## config.mk

```make
export PLATFORM = sky130hd
export DESIGN_NAME = div_unit_flat
export DESIGN_NICKNAME = d
export VERILOG_FILES = /design/src/rtl/rv32im_pkg.sv /design/src/rtl/div_unit_if.sv /design/src/rtl/div_unit_step.sv /design/src/rtl/div_unit.sv /design/src/flat_wrapper.sv
export SDC_FILE = /design/constraint.sdc
export NUM_CORES = 1
export LEC_CHECK = 0
export ABC_AREA = 1
export BUFFER_PORTS_ARGS = -buffer_cell sky130_fd_sc_hd__buf_4
export CORE_MARGIN = 1
export CORE_UTILIZATION = 36
export DETAILED_ROUTE_END_ITERATION = 10
export HOLD_SLACK_MARGIN = 0.12
export PLACE_DENSITY_LB_ADDON = 0.1
export SLEW_MARGIN = 10
export SYNTH_ARGS = -nofsm -noshare
export SYNTH_HDL_FRONTEND = slang
export SYNTH_SLANG_ARGS = --single-unit
```

## constraint.sdc

```tcl
create_clock -name clk -period 3.7 [get_ports clk]
set_input_delay 0.185 -clock clk [delete_from_list [all_inputs] [get_ports clk]]
set_output_delay 0.185 -clock clk [all_outputs]
set_load 0.05 [all_outputs]
```

## src/rtl/rv32im_pkg.sv

```systemverilog
// Shared definitions for the rv32im M-extension divider.
package rv32im_pkg;

    localparam int XLEN  = 32;
    localparam int CNT_W = 5;

    localparam logic [XLEN-1:0] OVF_DIVIDEND = 32'h8000_0000;

    typedef enum logic [1:0] {
        DIV  = 2'b00,
        DIVU = 2'b01,
        REM  = 2'b10,
        REMU = 2'b11
    } div_op_t;

    typedef enum logic [1:0] {
        IDLE = 2'b00,
        CALC = 2'b01,
        DONE = 2'b10
    } div_state_t;

endpackage

```

## src/rtl/div_unit_if.sv

```systemverilog
// EX-stage divider request/response bundle between the pipeline and div_unit.
interface div_unit_if;
    import rv32im_pkg::*;

    logic            StartE;
    div_op_t         DivOpE;
    logic [XLEN-1:0] SrcAE;
    logic [XLEN-1:0] SrcBE;
    logic            KillE;
    logic            DivStallE;
    logic            DivDoneE;
    logic [XLEN-1:0] DivResultE;

    modport master (
        output StartE, DivOpE, SrcAE, SrcBE, KillE,
        input  DivStallE, DivDoneE, DivResultE
    );

    modport slave (
        input  StartE, DivOpE, SrcAE, SrcBE, KillE,
        output DivStallE, DivDoneE, DivResultE
    );

endinterface

```

## src/rtl/div_unit_step.sv

```systemverilog
// One restoring division step: shift {rem, quo} left, trial-subtract, keep if non-negative.
module div_unit_step
    import rv32im_pkg::*;
(
    input  logic [XLEN:0]   rem_i,
    input  logic [XLEN-1:0] quo_i,
    input  logic [XLEN-1:0] divisor_i,
    output logic [XLEN:0]   rem_o,
    output logic [XLEN-1:0] quo_o
);

    logic [XLEN+1:0] shifted;
    logic [XLEN+1:0] diff;

    always_comb begin
        shifted = {rem_i, quo_i[XLEN-1]};
        diff    = shifted - {2'b00, divisor_i};
        if (!diff[XLEN+1]) begin
            rem_o = diff[XLEN:0];
            quo_o = {quo_i[XLEN-2:0], 1'b1};
        end else begin
            rem_o = shifted[XLEN:0];
            quo_o = {quo_i[XLEN-2:0], 1'b0};
        end
    end

endmodule

```

## src/rtl/div_unit.sv

```systemverilog
// Iterative radix-2 divider for DIV/DIVU/REM/REMU; stalls the pipeline while iterating.
// state | meaning
// IDLE  | waiting for a divide-class instruction in EX
// CALC  | one restoring step per cycle, XLEN steps
// DONE  | result registered, DivDoneE high for one cycle
module div_unit
    import rv32im_pkg::*;
(
    input  logic        clk,
    input  logic        reset,
    div_unit_if.slave   div_if
);

    div_state_t      state_q, state_d;
    logic [CNT_W-1:0] cnt_q, cnt_d;
    logic [XLEN:0]   rem_q, rem_d;
    logic [XLEN-1:0] quo_q, quo_d;
    logic [XLEN-1:0] dvs_q, dvs_d;
    logic            neg_quo_q, neg_quo_d;
    logic            neg_rem_q, neg_rem_d;
    logic            op_rem_q, op_rem_d;
    logic [XLEN-1:0] res_q, res_d;

    logic [XLEN:0]   step_rem;
    logic [XLEN-1:0] step_quo;
    logic            signed_op, is_rem, a_neg, b_neg, div_zero, ovf;
    logic [XLEN-1:0] a_mag, b_mag;

    div_unit_step u_step (
        .rem_i     (rem_q),
        .quo_i     (quo_q),
        .divisor_i (dvs_q),
        .rem_o     (step_rem),
        .quo_o     (step_quo)
    );

    always_comb begin
        signed_op = (div_if.DivOpE == DIV) || (div_if.DivOpE == REM);
        is_rem    = div_if.DivOpE[1];
        a_neg     = signed_op && div_if.SrcAE[XLEN-1];
        b_neg     = signed_op && div_if.SrcBE[XLEN-1];
        a_mag     = a_neg ? -div_if.SrcAE : div_if.SrcAE;
        b_mag     = b_neg ? -div_if.SrcBE : div_if.SrcBE;
        div_zero  = (div_if.SrcBE == '0);
        ovf       = signed_op && (div_if.SrcAE == OVF_DIVIDEND) && (div_if.SrcBE == '1);
    end

    always_comb begin
        state_d   = state_q;
        cnt_d     = cnt_q;
        rem_d     = rem_q;
        quo_d     = quo_q;
        dvs_d     = dvs_q;
        neg_quo_d = neg_quo_q;
        neg_rem_d = neg_rem_q;
        op_rem_d  = op_rem_q;
        res_d     = res_q;

        case (state_q)
            IDLE: begin
                if (div_if.StartE && !div_if.KillE) begin
                    if (div_zero) begin
                        res_d   = is_rem ? div_if.SrcAE : '1;
                        state_d = DONE;
                    end else if (ovf) begin
                        res_d   = is_rem ? '0 : OVF_DIVIDEND;
                        state_d = DONE;
                    end else begin
                        quo_d     = a_mag;
                        dvs_d     = b_mag;
                        rem_d     = '0;
                        cnt_d     = '0;
                        neg_quo_d = a_neg ^ b_neg;
                        neg_rem_d = a_neg;
                        op_rem_d  = is_rem;
                        state_d   = CALC;
                    end
                end
            end
            CALC: begin
                rem_d = step_rem;
                quo_d = step_quo;
                cnt_d = cnt_q + 1'b1;
                if (cnt_q == CNT_W'(XLEN-1) && !div_if.KillE) begin
                    // Signs are applied once, on the way into DONE
                    if (op_rem_q)
                        res_d = neg_rem_q ? -step_rem[XLEN-1:0] : step_rem[XLEN-1:0];
                    else
                        res_d = neg_quo_q ? -step_quo : step_quo;
                    state_d = DONE;
                end
            end
            DONE:    state_d = IDLE;
            default: state_d = IDLE;
        endcase

        if (div_if.KillE)
            state_d = IDLE;
    end

    always_ff @(posedge clk) begin
        if (reset) begin
            state_q   <= IDLE;
            cnt_q     <= '0;
            rem_q     <= '0;
            quo_q     <= '0;
            dvs_q     <= '0;
            neg_quo_q <= 1'b0;
            neg_rem_q <= 1'b0;
            op_rem_q  <= 1'b0;
            res_q     <= '0;
        end else begin
            state_q   <= state_d;
            cnt_q     <= cnt_d;
            rem_q     <= rem_d;
            quo_q     <= quo_d;
            dvs_q     <= dvs_d;
            neg_quo_q <= neg_quo_d;
            neg_rem_q <= neg_rem_d;
            op_rem_q  <= op_rem_d;
            res_q     <= res_d;
        end
    end

    assign div_if.DivStallE  = !div_if.KillE &&
                               (((state_q == IDLE) && div_if.StartE) || (state_q == CALC));
    assign div_if.DivDoneE   = (state_q == DONE);
    assign div_if.DivResultE = res_q;

endmodule
```

## src/flat_wrapper.sv

```systemverilog
// flat-port wrapper written by rule: the top's interface ports become plain ports
module div_unit_flat import rv32im_pkg::*;
  (clk, reset, div_if_StartE, div_if_DivOpE, div_if_SrcAE, div_if_SrcBE, div_if_KillE, div_if_DivStallE, div_if_DivDoneE, div_if_DivResultE);
  div_unit_if div_if_i ();
  input  logic clk;
  input  logic reset;
  input wire logic [$bits(div_if_i.StartE)-1:0] div_if_StartE;
  input wire logic [$bits(div_if_i.DivOpE)-1:0] div_if_DivOpE;
  input wire logic [$bits(div_if_i.SrcAE)-1:0] div_if_SrcAE;
  input wire logic [$bits(div_if_i.SrcBE)-1:0] div_if_SrcBE;
  input wire logic [$bits(div_if_i.KillE)-1:0] div_if_KillE;
  output wire logic [$bits(div_if_i.DivStallE)-1:0] div_if_DivStallE;
  output wire logic [$bits(div_if_i.DivDoneE)-1:0] div_if_DivDoneE;
  output wire logic [$bits(div_if_i.DivResultE)-1:0] div_if_DivResultE;
  assign div_if_i.StartE = div_if_StartE;
  assign div_if_i.DivOpE = div_if_DivOpE;
  assign div_if_i.SrcAE = div_if_SrcAE;
  assign div_if_i.SrcBE = div_if_SrcBE;
  assign div_if_i.KillE = div_if_KillE;
  assign div_if_DivStallE = div_if_i.DivStallE;
  assign div_if_DivDoneE = div_if_i.DivDoneE;
  assign div_if_DivResultE = div_if_i.DivResultE;
  div_unit u_core (.clk(clk), .reset(reset), .div_if(div_if_i));
endmodule
```

==> impl_results.md, run 1 <==
- Setup_tns: 0 ns
- Least-Margin Pin Slew: 0.846 ns
- Fin crit share: 95.9%
- Comb power frac: 32.9%
- Detailed Routing Iterations Pass 1: 6
- Row count: 67
- Worst slew margin: 43.5%
- Commonest non-fill, non-tap cell in the layout: nand2_1
- Clock skew: 0.0184 ns
- Area leader, netlist: dfxtp_1
- Worst flop-to-flop path startpoint: u_core.dvs_q[30]
- Distinct cells, synth: 53
- GPL Wtd Cong: 0.942
- Worst-path fanout max: 4
- Clk slew on worst S/H paths: 0.06 ns
- Clock buffer depth: 2
- Most frequent cells in the layout: nand2_1, buf_4, a21oi_1, inv_1, nor2_1
- Crit path launch type: flip-flop
- Tmin final: 3.55 ns
- Layout area overhead: 31.5%
- Root Buffer: clkbuf_16
- Pre-CTS WS: -0.125 ns
- Most area-consuming cells after synthesis: dfxtp_1, nand2_1, a21oi_1, inv_1, o21ai_0
- Main flop type after synthesis: dfxtp_1
- Hold Crit Class: primary input to flip-flop
- P_int: 3.27 mW
- Gr ovfl total: 0
- Crit path DAT: 3.85 ns
- Final Hold Viols: 0
- Yosys reg bits: 139
- Initial antenna violation count: 0
- Worst-skew pair later-pin latency: 0.46 ns
- Max stage delay on crit path: 0.33 ns
- Endpoints failing setup: 0
- CTS buffer count: 17
- Nets: 2438
- Area share of the largest cell type after synthesis: 22.5%
- CTS tree: done
- Unrepaired setup endpoints after global routing: yes
- Die area: 35100 um2
- Worst Slack Setup Final: 0.153 ns
- Die width: 187 um
- Final WL: 50600 um
- Antenna Cells: 0
- Ys Warns: 0
- Area of the mapped netlist: 12400 um2
- Sw frac: 36.9%
- Max Fclk: 282 MHz
- Initial DRC count: 1356
- Gr usage total: 28.1%
- HPWL after DPL: 39100 um
- Inst Count DP: 2728
- Num ports: 104
- DR WL/cell: 18.1 um
- Clock sinks: 139
- Post-synth EDFFs: 0
- I/O Buffers: 103
- Mean Syn Cell Area: 5.89 um2
- Via density: 5.34
- Syn nets: 2207
- Flop pwr share: 31.3%
- Critical path startpoint: u_core.dvs_q[30]
- Share of synthesized registers carrying an async set or reset: 0%
- Via Count: 14900
- R2r setup slk: 0.15 ns
- Max Slew Vio Count: 0
- Critical Path RT: 4.01 ns
- Fin cells: 2789
- Critical path type: flip-flop to flip-flop
- Max H-tree Level: 4
- Clock Power Share: 35.8%
- Die H: 187 um
- Pwr/cell area: 319 nW/um2
- Max_cap viols: 0
- Final Util: 48.3%
- P_leak: 7.48 nW
- Crit path capture type: flip-flop
- Initial core utilization: 36.8%
- Largest net degree at the start of global routing: 59
- Global-route wire length before repair: 76600 um
- Total power: 5.18 mW
- Register-to-Register Path Depth: 30
- Core Box Area: 33600 um2
- CP endpoint: u_core.div_if.DivResultE[28]
- Seq/Total Area, Yosys: 22.5%
- VDD IR max: 0.000379 V
- Slowest cell on the critical path: dfxtp_2
- Worst reg2reg endpoint: u_core.div_if.DivResultE[28]
- Status: complete, no violations
- Fraction of layout instances using a drive strength above 1: 23.5%
- Vias in the first global route: 13600
- Syn Inst Count: 2097
- NetSw: 1.91 mW
- Drt drc: 0
- Routed Antenna Nets: 0
[per-layer routing]
layer  up-vias  part of all wire (%)  GRT usage (%)  wire, um
met4         0                   1.6           7.19       830
met2       494                    44           44.1     22400
li1       7405                     -              -         -
met3        44                   6.7           4.32      3410
met5         -                     0              0         0
met1      6937                    47           39.9     23900
[power groups by stage]
stage	combinational, mW	clock [mW]	sequential (mW)
floorplan	0.922	0	1.65
global placement	1.54	0	1.65
detailed placement	1.54	0	1.65
CTS	1.57	1.88	1.62
global route	1.87	1.94	1.63
finish	1.71	1.85	1.62
[critical path: cells and delay by family (launching register included)]
kind                       cells  cell delay (ns)
and+or+nand+nor               17             1.69
buffers and inverters          6             0.44
adders and majority gates      2             0.41
AOI/OAI and AO/OA              4             0.38
DFF                            1             0.33
xor gates and xnor gates       1             0.14
[stage by stage]
step / hold WS (ns) / area [um2]
2_1_floorplan: 0.339 / 12400
3_3_place_gp: 0.454 / 14600
3_5_place_dp: 0.460 / 14600
4_1_cts: 0.126 / 15400
5_1_grt: 0.156 / 16200
6_report: 0.127 / 16200
[kinds of logic (layout without fill, tap and decap cells)]
kind of cell / count (synthesis) / in the layout / share of synthesized area [%]
flops: 139 / 139 / 22.5
simple gates: 1037 / 1037 / 37.1
fa+ha+maj: 40 / 40 / 4.11
compound gates: 498 / 498 / 21.7
xor+xnor: 55 / 55 / 3.90
buf+inv: 328 / 572 / 10.7
[worst min path at each step]
stage,start,to,depth (start not counted)
6_report,div_if_SrcAE[3],u_core.div_if.DivResultE[3],3
5_1_grt,div_if_SrcAE[8],u_core.div_if.DivResultE[8],3
4_1_cts,div_if_SrcAE[20],u_core.quo_q[20],4
3_5_place_dp,u_core.div_if.DivResultE[12],u_core.div_if.DivResultE[12],2
3_3_place_gp,u_core.cnt_q[4],u_core.cnt_q[4],2
2_1_floorplan,div_if_SrcBE[0],u_core.dvs_q[0],2
[registers in the layout (all words and copies together) (netlist names)]
name	cells
u_core.state_q	2
u_core.op_rem_q	1
u_core.neg_rem_q	1
u_core.rem_q	33
u_core.div_if.DivResultE	32
u_core.neg_quo_q	1
u_core.cnt_q	5
u_core.quo_q	32
u_core.dvs_q	32
[final cells by class]
cell class / count / area, um2
clock buffer: 18 / 429
clock inverter: 14 / 186
timing repair buffer: 295 / 2330
multi-input combinational: 1630 / 8990
sequential: 139 / 2820
inverter: 245 / 931
tap: 448 / 561
fill: 3527 / 17400
[what timing repair did]
item	4_1_cts	5_1_grt
endpoints found under the hold margin	17	0
buffers inserted	0	12
gates cloned	0	0
gates resized for setup	6	168
pin swaps	0	51
endpoints found under the setup margin	11	66
hold buffers	17	0
[cell usage after synthesis (9+ instances only)]
cell type  count
o21ai_1       16
o21ai_0      162
clkbuf_1      58
nor4_1        12
nand3_1      137
nor2_2        18
nand2_1      527
nand2_2       29
nand4_1       47
nor3_1        39
a31oi_1       17
nand3b_1       9
buf_2          9
o211ai_1      15
xor2_1        35
dfxtp_1      139
ha_1          39
inv_1        234
nor2_1       189
a21oi_1      246
nand2_4       10
xnor2_1       20
(Power assumes the default switching activity.)
==> inputs of run 2 (changes only) <==
Settings changed: SETUP_SLACK_MARGIN set to 0.15, SYNTH_HIERARCHICAL set to 1.
==> impl_results.md, run 2 <==
- Endpoints failing setup: 0 (unchanged)
- Commonest non-fill, non-tap cell in the layout: nand2_1
- Hold slack: 0.149 ns (+0.0224 ns)
- Via Count: 16600 (+12%)
- Least-Margin Pin Slew: 1.29 ns (+0.439 ns)
- Yosys reg bits: 139 (unchanged)
- Die H: 200 um (+6.8%)
- Unrepaired setup endpoints after global routing: yes
- Synth cell count leaders: nand2_1, nor2_1, inv_1, nand3_1, dfxtp_1
- Max Slew Vio Count: 0 (unchanged)
- Flop pwr share: 31.7% (+0.4 points)
- Hold Crit Class: primary input to flip-flop
- Critical Path RT: 4.09 ns (+0.08 ns)
- P_int: 3.19 mW (-2.3%)
- Fin crit share: 93.8% (-2.0 points)
- Gr ovfl total: 0 (unchanged)
- Global-route wire length before repair: 87900 um (+15%)
- Tmin final: 3.47 ns (-0.0754 ns)
- Initial antenna violation count: 1 (+1)
- Initial core utilization: 36.5% (-0.23 points)
- Setup_tns: 0 ns (unchanged)
- Via density: 5.23 (-2.0%)
- Critical path type: flip-flop to flip-flop
- Largest register FFs: 33 (unchanged)
- Worst reg2reg endpoint: u_core/div_if.DivResultE[4]
- Clk slew on worst S/H paths: 0.07 ns (about the same)
- CTS tree: done
- Simple-gate share of the synthesized area: 46.4% (+9.3 points)
- Initial DRC count: 1548 (+14%)
- DR WL/cell: 18.5 um (+2.1%)
- NetSw: 1.97 mW (+2.8%)
- Core Box Area: 38600 um2 (+15%)
- Mean Syn Cell Area: 5.63 um2 (-4.5%)
- Total power: 5.16 mW (-0.39%)
- Main flop type after synthesis: dfxtp_1
- Pwr/cell area: 297 nW/um2 (-6.8%)
- Ys Warns: 6 (+6)
- Final WL: 58700 um (+16%)
- P_leak: 8.38 nW (+12%)
- Max Fclk: 288 MHz (+2.2%)
- Area share of the largest cell type after synthesis: 19.7% (-2.8 points)
- Synth Area in XOR/XNOR: 2.79% (-1.1 points)
- VDD IR max: 0.000340 V (-10%)
- Gr usage total: 29.3% (+1.2 points)
- Multiplexer share of the synthesized area: 0.0709% (+0.071 points)
- Crit path launch type: flip-flop
- Syn nets: 2618 (+19%)
- Hold Path Stages: 3 (unchanged)
- Register-to-Register Path Depth: 23 (-23%)
- Crit path capture type: flip-flop
- Met1 Wirelength: 27700 um (+16%)
- Main combinational cell family by area after synthesis: simple AND/OR/NAND/NOR gates
- Most area-consuming cells after synthesis: dfxtp_1, nand2_1, nand3_1, nor2_1, inv_1
- R2r setup slk: 0.23 ns (+0.08 ns)
- Area of the mapped netlist: 14100 um2 (+14%)
- Most common cell in the synthesized netlist: nand2_1
- CTS buffer count: 17 (unchanged)
- Final Hold Viols: 0 (unchanged)
- Die area: 40000 um2 (+14%)
- Clock sinks: 139 (unchanged)
- Worst slew margin: 14.3% (-29 points)
- Root Buffer: clkbuf_16
- Placed cell area: 15400 um2 (+5.8%)
- Status: complete, no violations
- I/O Buffers: 103 (unchanged)
- HP Start: div_if_SrcBE[20]
- Share of synthesized registers carrying an async set or reset: 0% (unchanged)
- Antenna Cells: 0 (unchanged)
- Most flops, register: u_core/rem_q
- GPL Wtd Cong: 0.978 (+3.8%)
- Uppermost layer routed: met5
- Nets: 2756 (+13%)
- Post-synth EDFFs: 0 (unchanged)
- Fin area: 17400 um2 (+6.9%)
- Clock buffer depth: 2 (unchanged)
- Worst flop-to-flop path startpoint: u_core/dvs_q[21]
- Num ports: 104 (unchanged)
- Routed Antenna Nets: 0 (unchanged)
- Vias in the first global route: 15100 (+11%)
- HPWL after DPL: 44800 um (+15%)
- Max H-tree Level: 4 (unchanged)
- Syn Inst Count: 2508 (+20%)
- Detailed Routing Iterations Pass 1: 6 (unchanged)
- Fillers: 4251 (+21%)
- Sw frac: 38.1% (+1.2 points)
- Clock skew: 0.0127 ns (-0.00576 ns)
- Layout area overhead: 23.0%
- Met3 wire len: 4640 um (+36%)
- Fraction of layout instances using a drive strength above 1: 20.4% (-3.1 points)
- Post-synthesis adder-cell area fraction: 3.60% (-0.51 points)
- Comb power frac: 34.2% (+1.3 points)
- Clock Power Share: 34.0% (-1.8 points)
- Final Util: 44.9% (-3.4 points)
- Most frequent cells in the layout: nand2_1, nor2_1, inv_1, nand3_1, buf_4
- Max_cap viols: 0 (unchanged)
- Met2 routed WL: 25000 um (+11%)
- Worst-skew pair later-pin latency: 0.46 ns (about the same)
- Seq/Total Area, Yosys: 19.7% (-2.8 points)
- Hold Path End: u_core/dvs_q[20]
- Worst-path fanout max: 8 (+4)
- Drt drc: 0 (unchanged)
- Die width: 200 um (+6.8%)
- Largest net degree at the start of global routing: 67 (+14%)
- Post-synthesis compound-gate area fraction: 13.4% (-8.3 points)
- Row count: 72 (+7.5%)
- Area leader, netlist: dfxtp_1
- Distinct cells, synth: 51 (-3.8%)
- Crit path DAT: 3.86 ns (about the same)
run 2: kinds of logic (layout without fill, tap and decap cells):
logic type	count (synthesis)	in the layout
adders and majority gates	40	40
muxes	1	1
buffers and inverters	453	599
DFF	139	139
AOI/OAI and AO/OA	334	334
xor gates and xnor gates	45	45
and+or+nand+nor	1496	1499
run 2: final cells by class:
type | count | area (um2) | share of cell area (%)
flip-flops and latches | 139 | 2830 | 16.3
well taps | 518 | 648 | 3.73
multi-input cells | 1919 | 10200 | 58.6
clock inverters | 8 | 95.1 | 0.548
clock buffers | 22 | 464 | 2.67
inverters | 332 | 1250 | 7.20
repair buffers | 237 | 1910 | 11.0
run 2: worst max path at each step:
stage	cells after the start	end	slack [ns]	startpoint
6_report	23	u_core/div_if.DivResultE[4]	0.23	u_core/dvs_q[21]
3_3_place_gp	21	u_core/div_if.DivResultE[22]	0.0009	u_core/rem_q[29]
3_5_place_dp	24	u_core/div_if.DivResultE[28]	-0.0004	u_core/rem_q[23]
5_1_grt	25	u_core/div_if.DivResultE[28]	0.08	u_core/dvs_q[23]
2_1_floorplan	27	u_core/div_if.DivResultE[26]	0.59	u_core/dvs_q[8]
4_1_cts	22	u_core/div_if.DivResultE[27]	0.15	u_core/quo_q[31]
run 2: metrics by stage:
| step | worst slack [ns] | instances |
|---|---|---|
| after floorplan | 0.587 | 2508 |
| after global placement | 0.000901 | 3094 |
| after detailed placement | -0.000415 | 3094 |
| after CTS | 0.151 | 3142 |
| after global routing | 0.0801 | 3175 |
| final | 0.229 | 3175 |
run 2: critical path, stage by stage (launching register included):
cell and delay [ns]:
dfxtp_2 0.33, inv_2 0.07, ha_4 0.27, nand2_1 0.06
inv_1 0.07, nand2_1 0.07, buf_4 0.16, nor3_4 0.25
nand2_8 0.13, nand2_8 0.14, nand2_8 0.09, buf_8 0.16
nand2_1 0.10, inv_1 0.08, ha_2 0.20, nand3_1 0.13
nand2_2 0.12, buf_4 0.17, xor2_1 0.14, o22ai_1 0.27
nand2_1 0.10, nand2_1 0.08, o21ai_1 0.06, nor2_1 0.14
run 2: per-layer routing:
layer	vias to the layer above	global-route usage (%)
met3	62	5.41
met2	618	44.1
li1	8283	-
met4	2	8.48
met1	7641	42.2
met5	-	0
run 2: what timing repair did:
| item | 4_1_cts | 5_1_grt |
|---|---|---|
| cloned | 1 | 2 |
| pin swaps | 6 | 52 |
| setup endpoints to repair | 19 | 29 |
| buffers inserted | 7 | 31 |
| endpoints found under the hold margin | 11 | 0 |
| hold buffers | 10 | 0 |
| resized for setup | 25 | 212 |
run 2: power groups by stage:
| stage | logic (mW) | registers (mW) | clock network (mW) |
|---|---|---|---|
| 5_1_grt | 1.95 | 1.65 | 1.85 |
| 2_1_floorplan | 1.05 | 1.65 | 0 |
| 6_report | 1.77 | 1.64 | 1.76 |
| 4_1_cts | 1.60 | 1.63 | 1.78 |
| 3_3_place_gp | 1.56 | 1.66 | 0 |
| 3_5_place_dp | 1.56 | 1.66 | 0 |
